### config.mk
export PLATFORM = sky130hd
export DESIGN_NAME = slave_read_master_flat
export DESIGN_NICKNAME = d
export VERILOG_FILES = /design/src/rtl/slave_read_master_if.sv /design/src/rtl/slave_read_master.sv /design/src/flat_wrapper.sv
export SDC_FILE = /design/constraint.sdc
export NUM_CORES = 1
export LEC_CHECK = 0
export ABC_AREA = 1
export CORE_MARGIN = 4
export CORE_UTILIZATION = 35
export DETAILED_ROUTE_END_ITERATION = 10
export SETUP_SLACK_MARGIN = 0.05
export SYNTH_ARGS = -nofsm -noshare
export SYNTH_HDL_FRONTEND = slang
export SYNTH_SLANG_ARGS = --single-unit
### constraint.sdc
create_clock -name clk -period 3.55 [get_ports clk]
set_input_delay 1.065 -clock clk [delete_from_list [all_inputs] [get_ports clk]]
set_output_delay 1.065 -clock clk [all_outputs]
set_load 0.03 [all_outputs]
### src/rtl/slave_read_master_if.sv
// Signal bundle between the read initiator (master) and the slave-side
// environment that supplies start requests and returns read data.
interface slave_read_master_if #(
    parameter int DATA_W = 8,
    parameter int ADDR_W = 16
);
    logic              start;
    logic [7:0]        msg_len;
    logic              ram_rd_rq;
    logic [ADDR_W-1:0] rd_addr;
    logic [DATA_W-1:0] data_i;
    logic              new_msg;
    logic              busy;
    logic              done;
    logic [15:0]       header;
    logic              header_valid;
    logic              stale_err;
    logic [DATA_W-1:0] byte_data;
    logic              byte_valid;
    logic [7:0]        byte_idx;

    modport master (
        input  start, msg_len, data_i,
        output ram_rd_rq, rd_addr, new_msg, busy, done,
               header, header_valid, stale_err,
               byte_data, byte_valid, byte_idx
    );

    modport slave (
        output start, msg_len, data_i,
        input  ram_rd_rq, rd_addr, new_msg, busy, done,
               header, header_valid, stale_err,
               byte_data, byte_valid, byte_idx
    );
endinterface

### src/rtl/slave_read_master.sv
// Read initiator: notifies the slave, bursts header+payload reads, and
// re-associates returning data with its address via a latency-matched tag pipe.
module slave_read_master #(
    parameter int RD_LAT = 2,
    parameter int DATA_W = 8,
    parameter int ADDR_W = 16
) (
    input logic                 clk,
    input logic                 rst_l,
    slave_read_master_if.master bus
);

    typedef enum logic [2:0] {
        IDLE,
        NOTIFY,
        ISSUE,
        DRAIN,
        DONE
    } state_e;

    state_e            state_q, state_d;
    logic [7:0]        len_q, len_d;
    logic [8:0]        cnt_q, cnt_d;
    logic [8:0]        last_addr;
    logic              rq;

    logic [RD_LAT-1:0] pv_q;
    logic [8:0]        pt_q [RD_LAT];
    logic              ex_v;
    logic [8:0]        ex_tag;

    logic [7:0]        hi_q;
    logic [15:0]       header_q;
    logic [15:0]       prev_hdr_q;
    logic [15:0]       new_hdr;
    logic              first_q;
    logic              hv_q;
    logic              stale_q;
    logic              bv_q;
    logic [DATA_W-1:0] bdata_q;
    logic [7:0]        bidx_q;

    assign last_addr = {1'b0, len_q} + 9'd1;

    always_ff @(posedge clk or negedge rst_l) begin
        if (!rst_l) begin
            state_q <= IDLE;
            len_q   <= '0;
            cnt_q   <= '0;
        end else begin
            state_q <= state_d;
            len_q   <= len_d;
            cnt_q   <= cnt_d;
        end
    end

    always_comb begin
        state_d = state_q;
        len_d   = len_q;
        cnt_d   = cnt_q;
        rq      = 1'b0;
        unique case (state_q)
            IDLE: begin
                if (bus.start) begin
                    len_d   = bus.msg_len;
                    cnt_d   = '0;
                    state_d = NOTIFY;
                end
            end
            NOTIFY: begin
                cnt_d   = '0;
                state_d = ISSUE;
            end
            ISSUE: begin
                rq    = 1'b1;
                cnt_d = cnt_q + 9'd1;
                if (cnt_q == last_addr) begin
                    cnt_d   = '0;
                    state_d = DRAIN;
                end
            end
            DRAIN: begin
                if (pv_q == '0) state_d = DONE;
            end
            DONE: begin
                state_d = IDLE;
            end
            default: state_d = IDLE;
        endcase
    end

    // Decoded straight from state so reset removes them without waiting for a clock.
    assign bus.ram_rd_rq = rq;
    assign bus.rd_addr   = rq ? ADDR_W'(cnt_q) : '0;
    assign bus.new_msg   = (state_q == NOTIFY);
    assign bus.busy      = (state_q == NOTIFY) || (state_q == ISSUE) || (state_q == DRAIN);
    assign bus.done      = (state_q == DONE);

    // Tag pipe mirrors the slave's register stages so each data_i meets its address.
    always_ff @(posedge clk or negedge rst_l) begin
        if (!rst_l) begin
            pv_q <= '0;
            for (int unsigned i = 0; i < RD_LAT; i++) pt_q[i] <= '0;
        end else begin
            pv_q[0] <= rq;
            pt_q[0] <= rq ? cnt_q : '0;
            for (int unsigned i = 1; i < RD_LAT; i++) begin
                pv_q[i] <= pv_q[i-1];
                pt_q[i] <= pt_q[i-1];
            end
        end
    end

    assign ex_v    = pv_q[RD_LAT-1];
    assign ex_tag  = pt_q[RD_LAT-1];
    assign new_hdr = {hi_q, bus.data_i[7:0]};

    always_ff @(posedge clk or negedge rst_l) begin
        if (!rst_l) begin
            hi_q       <= '0;
            header_q   <= '0;
            prev_hdr_q <= '0;
            first_q    <= 1'b1;
            hv_q       <= 1'b0;
            stale_q    <= 1'b0;
            bv_q       <= 1'b0;
            bdata_q    <= '0;
            bidx_q     <= '0;
        end else begin
            hv_q    <= 1'b0;
            stale_q <= 1'b0;
            bv_q    <= 1'b0;
            if (ex_v) begin
                if (ex_tag == 9'd0) begin
                    hi_q <= bus.data_i[7:0];
                end else if (ex_tag == 9'd1) begin
                    header_q   <= new_hdr;
                    hv_q       <= 1'b1;
                    stale_q    <= !first_q && (new_hdr == prev_hdr_q);
                    prev_hdr_q <= new_hdr;
                    first_q    <= 1'b0;
                end else begin
                    bdata_q <= bus.data_i;
                    bidx_q  <= 8'(ex_tag - 9'd2);
                    bv_q    <= 1'b1;
                end
            end
        end
    end

    assign bus.header       = header_q;
    assign bus.header_valid = hv_q;
    assign bus.stale_err    = stale_q;
    assign bus.byte_data    = bdata_q;
    assign bus.byte_valid   = bv_q;
    assign bus.byte_idx     = bidx_q;

endmodule

### src/flat_wrapper.sv
// flat-port wrapper written by rule: the top's interface ports become plain ports
module slave_read_master_flat 
#(
    parameter int RD_LAT = 2,
    parameter int DATA_W = 8,
    parameter int ADDR_W = 16
)
  (clk, rst_l, bus_start, bus_msg_len, bus_data_i, bus_ram_rd_rq, bus_rd_addr, bus_new_msg, bus_busy, bus_done, bus_header, bus_header_valid, bus_stale_err, bus_byte_data, bus_byte_valid, bus_byte_idx);
  slave_read_master_if #(.DATA_W(DATA_W), .ADDR_W(ADDR_W)) bus_i ();
  input logic clk;
  input logic rst_l;
  input wire logic [$bits(bus_i.start)-1:0] bus_start;
  input wire logic [$bits(bus_i.msg_len)-1:0] bus_msg_len;
  input wire logic [$bits(bus_i.data_i)-1:0] bus_data_i;
  output wire logic [$bits(bus_i.ram_rd_rq)-1:0] bus_ram_rd_rq;
  output wire logic [$bits(bus_i.rd_addr)-1:0] bus_rd_addr;
  output wire logic [$bits(bus_i.new_msg)-1:0] bus_new_msg;
  output wire logic [$bits(bus_i.busy)-1:0] bus_busy;
  output wire logic [$bits(bus_i.done)-1:0] bus_done;
  output wire logic [$bits(bus_i.header)-1:0] bus_header;
  output wire logic [$bits(bus_i.header_valid)-1:0] bus_header_valid;
  output wire logic [$bits(bus_i.stale_err)-1:0] bus_stale_err;
  output wire logic [$bits(bus_i.byte_data)-1:0] bus_byte_data;
  output wire logic [$bits(bus_i.byte_valid)-1:0] bus_byte_valid;
  output wire logic [$bits(bus_i.byte_idx)-1:0] bus_byte_idx;
  assign bus_i.start = bus_start;
  assign bus_i.msg_len = bus_msg_len;
  assign bus_i.data_i = bus_data_i;
  assign bus_ram_rd_rq = bus_i.ram_rd_rq;
  assign bus_rd_addr = bus_i.rd_addr;
  assign bus_new_msg = bus_i.new_msg;
  assign bus_busy = bus_i.busy;
  assign bus_done = bus_i.done;
  assign bus_header = bus_i.header;
  assign bus_header_valid = bus_i.header_valid;
  assign bus_stale_err = bus_i.stale_err;
  assign bus_byte_data = bus_i.byte_data;
  assign bus_byte_valid = bus_i.byte_valid;
  assign bus_byte_idx = bus_i.byte_idx;
  slave_read_master #(.RD_LAT(RD_LAT), .DATA_W(DATA_W), .ADDR_W(ADDR_W)) u_core (.clk(clk), .rst_l(rst_l), .bus(bus_i));
endmodule
==> results_tabular.tex <==
\begin{tabular}{lr}
\hline
Metric & Value \\
\hline
\multicolumn{2}{l}{\textbf{CTS}} \\
\quad Clk Latency, worst-skew pair & 0.35 ns \\
\quad CTS tree & yes \\
\quad Clock sink count & 84 \\
\quad Root Driver & sky130\_fd\_sc\_hd\_\_clkbuf\_8 \\
\quad Clock transition at the registers of the reported paths & 0.08 ns \\
\quad Number of buffers on the longest clock path & 2 \\
\quad Total CTS buffers & 9 \\
\quad Count of hold-fix buffers inserted at cts & 0 \\
\quad H-tree levels & 3 \\
\multicolumn{2}{l}{\textbf{Synthesis}} \\
\quad Gate Count Post-Synth & 422 \\
\quad Register bit count reported by yosys & 84 \\
\quad Synthesized cell area & 3800 µm² \\
\quad Warnings from Yosys & 0 \\
\quad Sequential share of the synthesized area & 55.3\% \\
\quad Avg Inst Size Synth & 9.01 µm² \\
\quad Library cells used by synthesis & 37 \\
\multicolumn{2}{l}{\textbf{Finish}} \\
\quad P\&R area growth vs syn & 25.2\% \\
\quad Post-route core utilization & 45.5\% \\
\quad Final std cells w/o fill & 630 \\
\quad Diodes inserted & 0 \\
\quad Final Net Count & 511 \\
\quad Fraction of final layout cells with drive strength greater than 1 & 9.92\% \\
\quad Final std cell area, no fill & 4760 µm² \\
\multicolumn{2}{l}{\textbf{GRT}} \\
\quad Global-route wire length before repair & 14100 µm \\
\quad Vias in the first global route & 2899 \\
\quad Total congestion overflow & 0 \\
\quad Antenna violations before repair & 0 \\
\quad Pin count of the biggest net entering global routing & 85 \\
\quad Overall track demand over capacity in global routing & 13.8\% \\
\multicolumn{2}{l}{\textbf{Timing}} \\
\quad Clock Skews & 0.00756 ns \\
\quad Worst relative slew slack & 30.8\% \\
\quad Setup repair after global routing missed its margin & false \\
\quad Final number of max-transition violations & 0 \\
\quad Hold Worst Slack & 0.359 ns \\
\quad Endpoints failing hold & 0 \\
\quad TNS Setup & 0 ns \\
\quad Part of the cycle the worst path needs & 92.7\% \\
\quad Transition time at the pin with the least slew margin & 1.04 ns \\
\quad Max frequency & 304 MHz \\
\quad Setup violation total in the final timing report & 0 \\
\quad Worst-case setup margin in the final layout & 0.259 ns \\
\quad Minimum clock period after layout & 3.29 ns \\
\multicolumn{2}{l}{\textbf{Drt}} \\
\quad Iteration count of the initial detailed-routing pass & 4 \\
\quad Remaining DRCs & 0 \\
\quad Routed wire length per instance & 13.2 µm \\
\quad Antenna viol nets, final & 0 \\
\quad Average vias per placed instance & 4.63 \\
\quad Vias post-DR & 2918 \\
\quad Routed WL & 8290 µm \\
\quad DRC marker count from the first detailed-route iteration & 155 \\
\multicolumn{2}{l}{\textbf{Worst setup path}} \\
\quad Worst R2R Setup Slack & 1.57 ns \\
\quad Number of cells traversed by the worst register-to-register path & 8 \\
\quad Count of buffer and inverter cells on the critical path & 1 \\
\quad Highest net fanout along the worst path & 12 \\
\quad Data required time at the worst endpoint & 2.48 ns \\
\quad Cell with the biggest individual delay on the critical path & sky130\_fd\_sc\_hd\_\_clkdlybuf4s50\_1 \\
\quad Kind of capture point of the worst setup path & output pin \\
\quad Cell occurring most often along the worst timing path & sky130\_fd\_sc\_hd\_\_nor2\_1 \\
\quad Delay of the slowest critical-path stage & 0.71 ns \\
\quad Signal arrival time at the worst endpoint & 2.23 ns \\
\quad Type of origin of the critical path & flip-flop \\
\quad Crit path cell chain & nor2\_1, nand2\_1, nor2\_1, clkdlybuf4s50\_1 \\
\quad Origin of the critical flop-to-flop path & u\_core.ex\_tag[3] \\
\quad Reg-to-reg critical path endpoint & u\_core.bus.byte\_idx[0] \\
\quad Top cell family by delay on the critical path & simple AND/OR/NAND/NOR gates \\
\quad WS Path Type & reg2out \\
\multicolumn{2}{l}{\textbf{Min path}} \\
\quad Launch point of the worst hold path & u\_core.pt\_q[10] \\
\quad Hold path depth & 0 \\
\quad Path class of the lowest-slack min-delay path & reg2reg \\
\quad Terminating pin of the worst hold path & u\_core.ex\_tag[1] \\
\multicolumn{2}{l}{\textbf{Place}} \\
\quad Dpl cells & 614 \\
\quad Placed cell areas & 4550 µm² \\
\quad Buffers on Ports & 66 \\
\quad Pre-CTS setup slack & 0.588 ns \\
\quad Final weighted congestion in routability-driven placement & 0.805 \\
\quad DP HPWL & 6160 µm \\
\multicolumn{2}{l}{\textbf{Die}} \\
\quad Std cell rows & 37 \\
\quad Floorplan die width & 112 µm \\
\quad Core Box Area & 10500 µm² \\
\quad Initial Utilization & 36.3\% \\
\quad Die outline height & 112 µm \\
\quad \# IOs & 74 \\
\quad Area of the die & 12600 µm² \\
\multicolumn{2}{l}{\textbf{Run status}} \\
\quad Status & finished clean \\
\multicolumn{2}{l}{\textbf{Flow run}} \\
\quad Maxcap violations & 0 \\
\multicolumn{2}{l}{\textbf{Power}} \\
\quad Power density normalized to cell area & 810 nW/µm² \\
\quad Leakage power & 2.28 nW \\
\quad Overall power & 3.86 mW \\
\quad Peak VDD IR & 0.334 mV \\
\hline
\end{tabular}
==> layout make-up <==
| type | instances | area, µm² |
|---|---|---|
| Multi-Input combinational cell | 279 | 1430 |
| Clock inverter | 5 | 58.8 |
| Clock buffer | 11 | 151 |
| Sequential cell | 84 | 2100 |
| Inverter | 48 | 180 |
| Fill cell | 1040 | 5700 |
| Tap cell | 136 | 170 |
| Timing Repair Buffer | 67 | 666 |
==> cells in the mapped netlist <==
cell                       number  area (µm²)
sky130_fd_sc_hd__a211oi_1       1        7.51
sky130_fd_sc_hd__a21oi_1        9        45.0
sky130_fd_sc_hd__a221oi_1       2        17.5
sky130_fd_sc_hd__a22o_1         1        8.76
sky130_fd_sc_hd__a31oi_1        1        6.26
sky130_fd_sc_hd__buf_2          3        15.0
sky130_fd_sc_hd__buf_4          7        52.6
sky130_fd_sc_hd__buf_6          2        22.5
sky130_fd_sc_hd__clkbuf_1       4        15.0
sky130_fd_sc_hd__clkbuf_2       1        5.00
sky130_fd_sc_hd__conb_1         1        3.75
sky130_fd_sc_hd__dfrtp_1       83        2080
sky130_fd_sc_hd__dfstp_2        1        26.3
sky130_fd_sc_hd__ha_1           3        37.5
sky130_fd_sc_hd__inv_1         46         173
sky130_fd_sc_hd__inv_2          2        7.51
sky130_fd_sc_hd__nand2_1      108         405
sky130_fd_sc_hd__nand2_2        3        18.8
sky130_fd_sc_hd__nand2_4        1        11.3
sky130_fd_sc_hd__nand3_1       17        85.1
sky130_fd_sc_hd__nand3_2        3        30.0
sky130_fd_sc_hd__nand3b_1       1        7.51
sky130_fd_sc_hd__nand4_1        3        18.8
sky130_fd_sc_hd__nor2_1        28         105
sky130_fd_sc_hd__nor2_2         6        37.5
sky130_fd_sc_hd__nor2_4         1        11.3
sky130_fd_sc_hd__nor3_1         6        30.0
sky130_fd_sc_hd__nor3_2         1        10.0
sky130_fd_sc_hd__nor3_4         1        16.3
sky130_fd_sc_hd__nor4_1         2        12.5
sky130_fd_sc_hd__o21ai_0       42         210
sky130_fd_sc_hd__o21ai_2        8        70.1
sky130_fd_sc_hd__o21bai_2       1        11.3
sky130_fd_sc_hd__o22ai_1        2        12.5
sky130_fd_sc_hd__or2_2          2        12.5
sky130_fd_sc_hd__xnor2_1        4        35.0
sky130_fd_sc_hd__xor2_1        15         131
==> power by group <==
part / internal, mW / switching, mW
logic: 0.643 / 1.00
registers: 1.24 / 0.255
clock network: 0.365 / 0.347
==> cell usage in the layout, fill, tap and decap left out, types with 2 or more instances in the layout <==
cell type and count:
sky130_fd_sc_hd__nand2_1 108, sky130_fd_sc_hd__dfrtp_1 83, sky130_fd_sc_hd__clkdlybuf4s50_1 65, sky130_fd_sc_hd__inv_1 45, sky130_fd_sc_hd__o21ai_0 42, sky130_fd_sc_hd__nor2_1 28
sky130_fd_sc_hd__nand3_1 17, sky130_fd_sc_hd__xor2_1 15, sky130_fd_sc_hd__clkbuf_8 11, sky130_fd_sc_hd__a21oi_1 9, sky130_fd_sc_hd__o21ai_2 8, sky130_fd_sc_hd__conb_1 7
sky130_fd_sc_hd__nor2_2 6, sky130_fd_sc_hd__nor3_1 6, sky130_fd_sc_hd__xnor2_1 4, sky130_fd_sc_hd__inv_2 3, sky130_fd_sc_hd__nand4_1 3, sky130_fd_sc_hd__nand2_2 3
sky130_fd_sc_hd__nand3_2 3, sky130_fd_sc_hd__ha_1 3, sky130_fd_sc_hd__a221oi_1 2, sky130_fd_sc_hd__o22ai_1 2, sky130_fd_sc_hd__or2_2 2, sky130_fd_sc_hd__nor4_1 2
sky130_fd_sc_hd__clkinvlp_4 2, sky130_fd_sc_hd__buf_4 2
==> flip-flops by register name, indices dropped and copies added (netlist names) <==
| name | count |
|---|---|
| u_core.state_q | 3 |
| u_core.first_q | 1 |
| u_core.bus.byte_valid | 1 |
| u_core.hi_q | 8 |
| u_core.pt_q | 9 |
| u_core.len_q | 8 |
| u_core.bus.stale_err | 1 |
| u_core.bus.byte_data | 8 |
| u_core.pv_q | 2 |
| u_core.bus.header | 16 |
| u_core.bus.byte_idx | 8 |
| u_core.cnt_q | 9 |
| u_core.bus.header_valid | 1 |
| u_core.ex_tag | 9 |
==> worst max path at each step <==
stage / start / to / slack (ns) / cells past startpoint
after global placement: u_core.state_q[0] / bus_ram_rd_rq / 0.67 / 4
final: u_core.state_q[0] / bus_rd_addr[7] / 0.26 / 4
after global routing: u_core.state_q[0] / bus_rd_addr[7] / 0.06 / 4
after CTS: u_core.state_q[0] / bus_ram_rd_rq / 0.19 / 4
after detailed placement: u_core.state_q[0] / bus_ram_rd_rq / 0.59 / 4
after floorplan: u_core.state_q[0] / bus_rd_addr[0] / 1.24 / 4
==> logic make-up (layout without fill, tap and decap cells) <==
family / after synthesis / after routing / synth area share [%]
and+or+nand+nor: 183 / 183 / 21.4
DFF: 84 / 84 / 55.3
AOI/OAI and AO/OA: 67 / 67 / 10.2
buffers and inverters: 65 / 131 / 7.63
xor gates and xnor gates: 19 / 19 / 4.38
adders and majority gates: 3 / 3 / 0.987
other: 1 / 7 / 0.0986
==> routing by layer <==
layer	routed length [µm]	track usage, %
met5	0	0
met4	110	4.33
met3	408	3.02
met2	4090	23.4
met1	3690	17.6
==> repair_timing <==
action                                  CTS  global route
endpoints found under the setup margin    0             1
buffers inserted                          0             0
endpoints found under the hold margin     0             0
gates resized for setup                   0             1
No activity file was read; power rests on OpenSTA's default activity.
